**src/rtl/hack_mem_pkg.sv**
```systemverilog
// Shared types and default geometry for the banked RAM: the sweep FSM
// state encoding and the default word/address/bank widths.
package hack_mem_pkg;

  typedef enum logic {
    IDLE  = 1'b0,
    CLEAR = 1'b1
  } state_t;

  localparam int DEF_REG_W  = 16;
  localparam int DEF_ADD_W  = 6;
  localparam int DEF_BANK_W = 3;

endpackage

```
**src/rtl/ram_bank.sv**
```systemverilog
// One memory bank: REG_W x 2**ROW_W words, one synchronous write port and
// one asynchronous read port.
module ram_bank
  import hack_mem_pkg::*;
#(
  parameter int REG_W = DEF_REG_W,
  parameter int ROW_W = DEF_ADD_W - DEF_BANK_W
) (
  input  logic             clk,
  input  logic             we,
  input  logic [ROW_W-1:0] wr_row,
  input  logic [REG_W-1:0] data,
  input  logic [ROW_W-1:0] rd_row,
  output logic [REG_W-1:0] q
);

  localparam int ROWS = 2 ** ROW_W;

  // No reset on the array: the top clears it with a sweep after reset.
  logic [REG_W-1:0] mem [ROWS];

  always_ff @(posedge clk) begin
    if (we) begin
      mem[wr_row] <= data;
    end
  end

  assign q = mem[rd_row];

endmodule

```
**src/rtl/ram_banked.sv**
```systemverilog
// Banked word RAM with a row-parallel clear sweep. Reset and `clear` both
// start a sweep that zeroes one row of every bank per cycle.
// Optional registered read port: define RAM_BANKED_REGOUT_EN.
module ram_banked
  import hack_mem_pkg::*;
#(
  parameter int REG_W  = DEF_REG_W,
  parameter int ADD_W  = DEF_ADD_W,
  parameter int BANK_W = DEF_BANK_W
) (
  input  logic             clk,
  input  logic             reset,
  input  logic [REG_W-1:0] in,
  input  logic             load,
  input  logic [ADD_W-1:0] address,
  input  logic             clear,
  output logic [REG_W-1:0] out,
  output logic             busy,
  output logic             clr_done
);

  localparam int ROW_W = ADD_W - BANK_W;
  localparam int NB    = 2 ** BANK_W;

  // FSM state is kept as a named enum register for observation.
  state_t           state;
  state_t           state_nxt;
  logic [ROW_W-1:0] row;
  logic [ROW_W-1:0] row_nxt;

  logic [BANK_W-1:0] bank_sel;
  logic [ROW_W-1:0]  addr_row;
  logic              accept_load;
  logic              sweep_wr;
  logic [ROW_W-1:0]  wr_row;
  logic [REG_W-1:0]  wr_data;
  logic [REG_W-1:0]  rd_data [NB];
  logic [REG_W-1:0]  rd_word;

  assign bank_sel = address[ADD_W-1 -: BANK_W];
  assign addr_row = address[ROW_W-1:0];

  always_ff @(posedge clk) begin
    if (reset) begin
      state <= CLEAR;
      row   <= '0;
    end else begin
      state <= state_nxt;
      row   <= row_nxt;
    end
  end

  always_comb begin
    state_nxt = state;
    row_nxt   = row;
    case (state)
      IDLE: begin
        if (clear) begin
          state_nxt = CLEAR;
          row_nxt   = '0;
        end
      end
      CLEAR: begin
        if (&row) begin
          state_nxt = IDLE;
          row_nxt   = '0;
        end else begin
          row_nxt = row + 1'b1;
        end
      end
      default: begin
        state_nxt = CLEAR;
        row_nxt   = '0;
      end
    endcase
  end

  assign busy = (state == CLEAR);
  // A reset on the last row restarts the sweep, so that cycle is not a completion.
  assign clr_done = !reset && (state == CLEAR) && (&row);

  assign accept_load = !reset && (state == IDLE) && load && !clear;
  assign sweep_wr    = !reset && (state == CLEAR);
  assign wr_row      = sweep_wr ? row : addr_row;
  assign wr_data     = sweep_wr ? '0 : in;

  for (genvar b = 0; b < NB; b++) begin : g_bank
    logic bank_we;
    assign bank_we = sweep_wr || (accept_load && (bank_sel == BANK_W'(b)));

    ram_bank #(
      .REG_W (REG_W),
      .ROW_W (ROW_W)
    ) u_bank (
      .clk    (clk),
      .we     (bank_we),
      .wr_row (wr_row),
      .data   (wr_data),
      .rd_row (addr_row),
      .q      (rd_data[b])
    );
  end

  assign rd_word = rd_data[bank_sel];

`ifdef RAM_BANKED_REGOUT_EN
  // Write-through: an accepted load shows its own data on the next cycle.
  always_ff @(posedge clk) begin
    if (reset || (state == CLEAR)) begin
      out <= '0;
    end else if (accept_load) begin
      out <= in;
    end else begin
      out <= rd_word;
    end
  end
`else
  assign out = (state == IDLE) ? rd_word : '0;
`endif

endmodule

```
**config.mk**
```make
export PLATFORM = sky130hd
export DESIGN_NAME = ram_banked
export DESIGN_NICKNAME = d
export VERILOG_FILES = /design/src/rtl/hack_mem_pkg.sv /design/src/rtl/ram_bank.sv /design/src/rtl/ram_banked.sv
export SDC_FILE = /design/constraint.sdc
export NUM_CORES = 1
export LEC_CHECK = 0
export CAP_MARGIN = 20
export CORE_ASPECT_RATIO = 1.2
export CORE_MARGIN = 5
export CORE_UTILIZATION = 45
export DETAILED_ROUTE_END_ITERATION = 12
export GPL_ROUTABILITY_DRIVEN = 0
export PLACE_DENSITY_LB_ADDON = 0.1
export SETUP_SLACK_MARGIN = 0.1
export SLEW_MARGIN = 20
export SYNTH_ARGS = -nofsm -noshare
export SYNTH_HDL_FRONTEND = slang
export SYNTH_HIERARCHICAL = 1
export SYNTH_SLANG_ARGS = --single-unit
```
**constraint.sdc**
```tcl
create_clock -name clk -period 12.43 [get_ports clk]
set_input_delay 3.729 -clock clk [delete_from_list [all_inputs] [get_ports clk]]
set_output_delay 3.729 -clock clk [all_outputs]
set_load 0.01 [all_outputs]
```
==> impl_metrics.toml <==
[setup_path]
worstSetupPathType = "input port to primary output"
required_ps = 8700
worstPathMaxFanout = 48
critPathArrivalTime_ps = 7320
startpoint_type = "input port"
endpoint_kind = "primary output"

[place]
place_inst = 2985
dp_hpwl_um = 55400
portBuffers = 43

[final_layout]
ff_latch_area_mm2 = 0.0308
multi_input_area_mm2 = 0.00988
areaGrowthSynthToFinish_pct = 13.5
drive_gt1_frac = 0.247
stdcell_count = 3176
final_nets = 1948
fillers = 7108

[global_routing]
grt_pass1_wl_um = 139000
gr-total-overflow = 0
grt_usage = 0.197
grt_antenna_before_repair = 2
grt_max_degree = 93
grt_pass1_vias = 19200

[synthesis]
ys_seq_area_frac = 0.747
yosysTopAreaCell = "edfxtp_1"
synth_area_mm2 = 0.0413
synth_warnings = 6
synth_edf_count = 1024
synth_top_area_share = 0.745
avgSynthCellArea_um2 = 23.5
synth_nets = 1785
synth_cells = 1757
ys_ff_latch = 1028
async_flop_share = 0
synth_top_flop_cell = "edfxtp_1"
synthTopCellsByCount = "edfxtp_1, mux4_1, mux2_2"
ys_top_cells_by_area = "edfxtp_1, mux4_1, mux2_2, mux4_2, buf_6"
synth_most_common_cell = "edfxtp_1"
ys_types = 28

[power_and_ir_drop]
power_switching_share = 0.215
power.internal_uw = 5900
switchingPower_uw = 1620
p_total_uw = 7510
p_clk_frac = 0.407
p_leak_uw = 0.0156
combPwrFrac = 0.068
power_frac_seq = 0.526
vdd_ir_drop_max_mv = 0.105
power.density_mw_per_mm2 = 160

[job]
max_cap_viol_count = 0

[clock_network]
cts-buffers-inserted = 100
cts_tree = "done"
htree_levels = 3
root_buffer = "clkbuf_16"
clkTransAtPathRegs_ps = 70
cts-hold-fix-buffers = 0
clock_sinks = 1028
clk_path_buf_depth = 3
cts_resized = 0
post-cts-setup-buffers = 0
clock_latency_ps = 660

[timing]
slew_violations = 0
tightest_slew_ps = 1080
fin_setup_tns_ps = 0
final_hold_viol_count = 0
max_freq_mhz = 90.5
fin_crit_ps = 11050
rsz0062_at_grt = "false"
relSlewSlack = 0.279
finalSetupViolCount = 0
skew_ps = 30.1
period_share = 0.889

[detailed_routing]
via_per_inst = 5.92
ant_nets = 0
drt_pass1_iterations = 5
vias = 18800
drtIter0Drc = 1475
drc_errors = 0
routedWlPerCell_um = 30.7
wl_um = 97600

[floorplanning]
io_pins = 44
start_util = 0.454
dieHeight_um = 342
dieArea_mm2 = 0.0979
num_rows = 121
core_area_mm2 = 0.0908
die_w_um = 286

[status]
outcome = "completed"

[worst_hold_path]
hp-class = "flop to flop"
cell families (layout without fill, tap and decap cells):
kind of cell | Yosys count | in the layout | share of synthesized area
AO/OA/AOI/OAI | 43 | 43 | 0.00679
adder cells (fa/ha/maj) | 2 | 2 | 0.000606
multiplexers | 420 | 420 | 0.209
AND/OR/NAND/NOR | 169 | 169 | 0.0204
flip-flops | 1028 | 1028 | 0.747
other | 0 | 2 | 0
buffers and inverters | 95 | 344 | 0.0158
layer usage:
metal	global-route usage	wire length (µm)	vias to the layer above
met5	0	0	-
met4	0.0528	2090	0
met3	0.0248	3590	109
met2	0.323	48000	403
met1	0.284	43900	10300
li1	-	-	7999
power by group through the flow:
stage | combinational, µW | sequential [µW] | clock [µW]
3_5_place_dp | 519 | 4020 | 0
3_3_place_gp | 511 | 4020 | 0
2_1_floorplan | 308 | 4020 | 0
6_report | 511 | 3950 | 3050
5_1_grt | 538 | 3950 | 3260
4_1_cts | 521 | 3950 | 3120
stage by stage:
| step | setup slack [ps] | cell area (µm²) | utilization | hold slack [ps] |
|---|---|---|---|---|
| after floorplan | 3250 | 41300 | - | 513 |
| after global placement | 1460 | 43500 | 0.479 | 546 |
| after detailed placement | 1420 | 43500 | 0.479 | 551 |
| after CTS | 1420 | 46800 | 0.516 | 566 |
| after global routing | 1290 | 46800 | 0.516 | 599 |
| final | 1380 | 46800 | 0.516 | 562 |
critical path, stage by stage:
cell and delay (ps):
buf_8 380, buf_12 360, buf_4 260, mux4_1 600
mux2_2 280, mux4_2 490, o22ai_1 300, nor3_1 200
clkdlybuf4s50_1 590
layout make-up:
cell class | count | area share
inverters | 1 | 0.0000801
diodes | 2 | 0.000107
multi-input cells | 634 | 0.211
flip-flops and latches | 1028 | 0.658
repair buffers | 155 | 0.0291
clock inverters | 72 | 0.0149
clock buffers | 116 | 0.0556
well taps | 1168 | 0.0312
sequential cells by signal, indices dropped and copies added, names as in the netlist:
| register | count |
|---|---|
| g_bank.u_bank/mem | 1024 |
| row | 3 |
| busy | 1 |
placed cells by master (no fill, tap or decap), types with 3 or more instances in the layout:
master,n
buf_12,7
mux2_2,147
mux4_2,48
o21ai_0,6
nor2b_1,16
nand2_1,19
nor2_1,52
buf_4,106
clkinv_2,28
edfxtp_1,1024
dfxtp_1,4
clkinvlp_4,3
clkbuf_16,102
clkinv_1,24
bufinv_16,13
nand2b_1,29
nor3_1,16
mux4_1,224
o22ai_1,16
clkbuf_1,14
and2_2,16
a211oi_1,16
clkdlybuf4s50_1,38
nor3_2,16
a21oi_1,3
worst paths after layout:
check / from / to / slack, ps / cells after the start
hold / removal: row[0]$_SDFFE_PP0P_ / row[0]$_SDFFE_PP0P_ / 560 / 2
setup / recovery: address[0] / out[1] / 1380 / 9
setup reg to reg: busy$_SDFF_PP1_ / g_bank[3].u_bank/mem[6][2]$_DFFE_PP_ / 8490 / 7
hold reg to reg: row[0]$_SDFFE_PP0P_ / row[0]$_SDFFE_PP0P_ / 560 / 2
No activity file was read; power rests on OpenSTA's default activity.
